`src/rtl/btn_pulse_pkg.sv`:
```
// btn_pulse_pkg: edge-mode codes and counter sizing shared by btn_pulse_gen
package btn_pulse_pkg;
    localparam int EDGE_RISE = 0;
    localparam int EDGE_FALL = 1;
    localparam int EDGE_BOTH = 2;

    function automatic int cnt_width(input int n);
        return (n < 1) ? 1 : $clog2(n + 1);
    endfunction
endpackage

```
`src/rtl/btn_debounce_ch.sv`:
```
// btn_debounce_ch: one channel of synchroniser, counter debounce and edge pulse
// Optional hold-to-repeat pulses under BTN_PULSE_AUTOREPEAT_EN.
module btn_debounce_ch
    import btn_pulse_pkg::*;
#(
    parameter int SYNC_STAGES     = 2,
    parameter int DEBOUNCE_CYCLES = 50000,
    parameter int EDGE_MODE       = EDGE_RISE,
    parameter int REPEAT_DELAY    = 25000000,
    parameter int REPEAT_PERIOD   = 5000000
) (
    input  logic clk,
    input  logic rst_n,
    input  logic i_btn,
    output logic o_level,
    output logic o_pulse
);
    localparam int CW = cnt_width(DEBOUNCE_CYCLES);

    logic [SYNC_STAGES-1:0] r_sync;
    logic [CW-1:0]          r_cnt;
    logic                   r_level;
    logic                   r_pulse;
    logic                   w_sync;
    logic                   w_flip;
    logic                   w_edge_hit;
    logic                   w_rep_hit;

    assign w_sync     = r_sync[SYNC_STAGES-1];
    assign w_flip     = (w_sync != r_level) && (r_cnt == CW'(DEBOUNCE_CYCLES - 1));
    assign w_edge_hit = w_flip && ((EDGE_MODE == EDGE_BOTH) || ((EDGE_MODE == EDGE_RISE) == w_sync));
    assign o_level    = r_level;
    assign o_pulse    = r_pulse;

    always_ff @(posedge clk or negedge rst_n) begin
        if (!rst_n) begin
            r_sync  <= '0;
            r_cnt   <= '0;
            r_level <= 1'b0;
            r_pulse <= 1'b0;
        end else begin
            r_sync  <= {r_sync[SYNC_STAGES-2:0], i_btn};
            r_cnt   <= (w_sync == r_level || w_flip) ? '0 : r_cnt + 1'b1;
            r_level <= w_flip ? w_sync : r_level;
            r_pulse <= w_edge_hit || w_rep_hit;
        end
    end

`ifdef BTN_PULSE_AUTOREPEAT_EN
    localparam int HW = cnt_width((REPEAT_DELAY > REPEAT_PERIOD) ? REPEAT_DELAY : REPEAT_PERIOD);

    logic [HW-1:0] r_hold;
    logic          r_rep;

    // r_rep selects the initial hold delay or the steady repeat period
    assign w_rep_hit = (EDGE_MODE != EDGE_FALL) && r_level && !w_flip &&
                       (r_hold == (r_rep ? HW'(REPEAT_PERIOD - 1) : HW'(REPEAT_DELAY - 1)));

    always_ff @(posedge clk or negedge rst_n) begin
        if (!rst_n) begin
            r_hold <= '0;
            r_rep  <= 1'b0;
        end else if (w_flip || !r_level) begin
            r_hold <= '0;
            r_rep  <= 1'b0;
        end else if (w_rep_hit) begin
            r_hold <= '0;
            r_rep  <= 1'b1;
        end else begin
            r_hold <= r_hold + 1'b1;
        end
    end
`else
    assign w_rep_hit = 1'b0 & (REPEAT_DELAY != REPEAT_PERIOD);
`endif
endmodule

```
`src/rtl/btn_pulse_gen.sv`:
```
// btn_pulse_gen: N_CH debounced button channels with edge pulses and any-pulse flag
// Auto-repeat is enabled by defining BTN_PULSE_AUTOREPEAT_EN.
module btn_pulse_gen
    import btn_pulse_pkg::*;
#(
    parameter int N_CH            = 4,
    parameter int SYNC_STAGES     = 2,
    parameter int DEBOUNCE_CYCLES = 50000,
    parameter int EDGE_MODE       = EDGE_RISE,
    parameter int REPEAT_DELAY    = 25000000,
    parameter int REPEAT_PERIOD   = 5000000
) (
    input  logic            clk,
    input  logic            rst_n,
    input  logic [N_CH-1:0] btn_in,
    output logic [N_CH-1:0] btn_level,
    output logic [N_CH-1:0] pulse,
    output logic            any_pulse
);
    logic r_any;

    for (genvar i = 0; i < N_CH; i++) begin : g_ch
        btn_debounce_ch #(
            .SYNC_STAGES    (SYNC_STAGES),
            .DEBOUNCE_CYCLES(DEBOUNCE_CYCLES),
            .EDGE_MODE      (EDGE_MODE),
            .REPEAT_DELAY   (REPEAT_DELAY),
            .REPEAT_PERIOD  (REPEAT_PERIOD)
        ) u_ch (
            .clk    (clk),
            .rst_n  (rst_n),
            .i_btn  (btn_in[i]),
            .o_level(btn_level[i]),
            .o_pulse(pulse[i])
        );
    end

    always_ff @(posedge clk or negedge rst_n) begin
        if (!rst_n) r_any <= 1'b0;
        else        r_any <= |pulse;
    end

    assign any_pulse = r_any;
endmodule

```
`config.mk`:
```
export PLATFORM = sky130hd
export DESIGN_NAME = btn_pulse_gen
export DESIGN_NICKNAME = d
export VERILOG_FILES = /design/src/rtl/btn_pulse_pkg.sv /design/src/rtl/btn_debounce_ch.sv /design/src/rtl/btn_pulse_gen.sv
export SDC_FILE = /design/constraint.sdc
export NUM_CORES = 1
export LEC_CHECK = 0
export BUFFER_PORTS_ARGS = -buffer_cell sky130_fd_sc_hd__buf_2
export CORE_MARGIN = 1.5
export CORE_UTILIZATION = 65
export DETAILED_ROUTE_END_ITERATION = 16
export PLACE_DENSITY = 0.93
export SLEW_MARGIN = 20
export SYNTH_ARGS = -nofsm -noshare
export SYNTH_HDL_FRONTEND = slang
export SYNTH_SLANG_ARGS = --single-unit
```
`constraint.sdc`:
```
create_clock -name clk -period 4.76 [get_ports clk]
set_clock_uncertainty 0.2 [all_clocks]
set_input_delay 0.476 -clock clk [delete_from_list [all_inputs] [get_ports clk]]
set_output_delay 0.476 -clock clk [all_outputs]
set_load 0.01 [all_outputs]
```
==> results_dict.tcl <==
set metrics [dict create \
    status "finished clean" \
    critPathKind "reg2reg" \
    synth.top_cell.area_share 0.538 \
    slew_violations 0 \
    dr.pass1.iters 5 \
    cts.path.max_buffers 2 \
    path_buf_inv 0 \
    post_drt_wl_per_cell_um 14.9 \
    clk_latency_ns 0.35 \
    grt_pass1_wl_um 11200 \
    critPathTopFamily "compound AO/OA/AOI/OAI gates" \
    num-nets-final 378 \
    setup_ws_ns 2.60 \
    worstSetupPathDepth 3 \
    leakagePower_uw 0.00168 \
    post_cts_buffers 0 \
    ys_types 38 \
    cp.required_ns 4.76 \
    yosys-top-cells-area "dfrtp_1 54%, xnor2_1 10%, nor2_1 7.0%, xor2_1 3.0%, nand3_1 2.9%" \
    layout_commonest_cell "dfrtp_1" \
    worstPathArrival_ns 2.16 \
    fin_area_um2 4010 \
    cp-start-kind "register" \
    layout_common_cells "81 x dfrtp_1, 70 x nor2_1, 45 x xnor2_1" \
    r2r_cells 3 \
    final_hold_viol_count 0 \
    clkSinkCount 81 \
    cp-end-kind "register" \
    syn_to_final_growth_pct 6.41 \
    overflow 0 \
    dp_slack_ns 2.60 \
    fp.dieH_um 79.1 \
    antenna_found_initial 0 \
    crit_end "g_ch[0].u_ch.r_cnt[3]$_DFF_PN0_" \
    synth_cells 355 \
    nFillCells 388 \
    yosysSeqAreaShare 0.538 \
    crit_slowest_cell "o41ai_4" \
    path_max_fanout 15 \
    hpwlAfterDp_um 4490 \
    initial_core_util 0.680 \
    grt_setup_unrepaired "false" \
    clkTransAtPathRegs_ns 0.08 \
    drv_cap 0 \
    cts_made_buffers 9 \
    grt_pass1_vias 2450 \
    drtIter0Drc 145 \
    num_rows 27 \
    place.gp.congestion 0.893 \
    die_w_um 79.1 \
    grt_start_max_net_pins 82 \
    power.density_nw_per_um2 295 \
    fmax_ghz 0.463 \
    fin_tns_setup_ns 0 \
    period_needed_ns 2.16 \
    via_count 2568 \
    setup_viol 0 \
    synth_warnings 0 \
    crit_path_cell_trace "or3_4 -> o41ai_4 -> nor2_1" \
    r2r-end "g_ch[0].u_ch.r_cnt[3]$_DFF_PN0_" \
    die-area_um2 6260 \
    yosys.area.top_type "dfrtp_1" \
    grt.total_usage 0.236 \
    drive_above_1_share 0.113 \
    portBuffers 14 \
    cts_tree "built" \
    viasPerCell 5.78 \
    synth-seq-cells 81 \
    drtAntennaViolNets 0 \
    crit_start "g_ch[0].u_ch.r_cnt[11]$_DFF_PN0_" \
    hold_buffers 0 \
    worst_path_largest_cell_delay_ns 0.80 \
    syn_nets 365 \
    worst_pin_slew_ns 0.967 \
    core_um2 5540 \
    placed_area_um2 3850 \
    htreeDepth 3 \
    reg2reg_slack_ns 2.60 \
    avgSynthCellArea_um2 10.6 \
    insertedDiodeCount 0 \
    finalWirelength_um 6630 \
    finalCritPeriodShare 0.454 \
    clockRootBuffer "clkbuf_8" \
    slew_headroom 0.355 \
    whs_ns 0.0297 \
    syn_area_um2 3770 \
    ir_worst_vdd_v 0.000225 \
    min_path_type "in2reg" \
    io-pin-count 15 \
    drc_errors 0 \
    cts_resized 0 \
    worst_r2r_startpoint "g_ch[0].u_ch.r_cnt[11]$_DFF_PN0_" \
]
[per-stage QoR]
| stage | cells | power, uW | utilization |
|---|---|---|---|
| after floorplan | 355 | 743 | - |
| after global placement | 429 | 762 | 0.694 |
| after detailed placement | 429 | 765 | 0.694 |
| after CTS | 444 | 1190 | 0.724 |
| after global routing | 444 | 1230 | 0.724 |
| final | 444 | 1180 | 0.724 |
[flip-flops by register name (all words and copies together), names as in the netlist]
| register | flops |
|---|---|
| g_ch.u_ch.o_pulse | 4 |
| any_pulse | 1 |
| g_ch.u_ch.r_sync | 8 |
| g_ch.u_ch.o_level | 4 |
| g_ch.u_ch.r_cnt | 64 |
[worst reg2reg max path, cell delays in order, from the launching register on]
cell     delay [ns]
dfrtp_1        0.45
or3_4          0.42
o41ai_4        0.80
nor2_1         0.14
[cell usage after synthesis]
cell and count:
mux2_2 2, dfrtp_1 81, nor4bb_1 4, o41ai_4 1, nor4b_2 1, nand3_1 22, xor2_1 13, nand2_1 16
and3_2 1, or4_4 2, a21oi_1 2, o31ai_1 1, and2_1 1, nor3_1 11, or4_1 2, nand4_1 15
nor3b_1 4, nor4b_1 2, nand3_2 1, mux2_4 2, ha_1 4, inv_1 10, nand4bb_1 2, and4_1 1
or3_4 1, or3_1 1, xnor2_1 45, nor2_1 70, nand4b_1 1, and3_1 5, buf_2 1, clkbuf_1 2
nand2_4 1, nand4_2 1, nor4_1 15, or2_2 2, buf_6 1, buf_4 8
[layer usage]
layer	wire length [um]	GRT usage
met3	255	0.0621
met1	3030	0.311
met4	110	0.0947
met5	0	0
met2	3240	0.373
[worst min-delay path by stage]
stage / to / slack [ns] / start / cells after the start
6_report: g_ch[0].u_ch.r_sync[0]$_DFF_PN0_ / 0.03 / btn_in[0] / 1
5_1_grt: g_ch[1].u_ch.r_sync[0]$_DFF_PN0_ / 0.02 / btn_in[1] / 1
4_1_cts: g_ch[1].u_ch.r_sync[0]$_DFF_PN0_ / 0.02 / btn_in[1] / 1
3_5_place_dp: g_ch[1].u_ch.r_sync[1]$_DFF_PN0_ / 0.14 / g_ch[1].u_ch.r_sync[0]$_DFF_PN0_ / 0
3_3_place_gp: g_ch[1].u_ch.r_sync[1]$_DFF_PN0_ / 0.13 / g_ch[1].u_ch.r_sync[0]$_DFF_PN0_ / 0
2_1_floorplan: any_pulse$_DFF_PN0_ / -0.02 / rst_n / 0
[final cells by class]
cell class / count / area (um^2) / area share
Inverter: 10 / 37.5 / 0.00936
Tap cell: 72 / 90.1 / 0.0225
Multi-Input combinational cell: 252 / 1620 / 0.404
Timing Repair Buffer: 14 / 72.6 / 0.0181
Clock buffer: 12 / 145 / 0.0362
Sequential cell: 81 / 2030 / 0.505
Clock inverter: 3 / 17.5 / 0.00437
[kinds of logic (layout without fill, tap and decap cells)]
logic type                 count (synthesis)  after routing  synth area share
muxes                                      4              4            0.0139
AOI/OAI and AO/OA                          4              4            0.0120
and+or+nand+nor                          182            182             0.256
buffers and inverters                     22             39            0.0322
xor gates and xnor gates                  58             58             0.135
DFF                                       81             81             0.538
adders and majority gates                  4              4            0.0133
[power breakdown]
| part | total, uW | internal [uW] | switching (uW) | leakage, uW |
|---|---|---|---|---|
| clock network | 432 | 199 | 233 | 0.0000822 |
| logic | 39.4 | 11.9 | 27.5 | 0.000493 |
| registers | 711 | 699 | 11.7 | 0.00110 |
No activity file was read; power rests on OpenSTA's default activity.
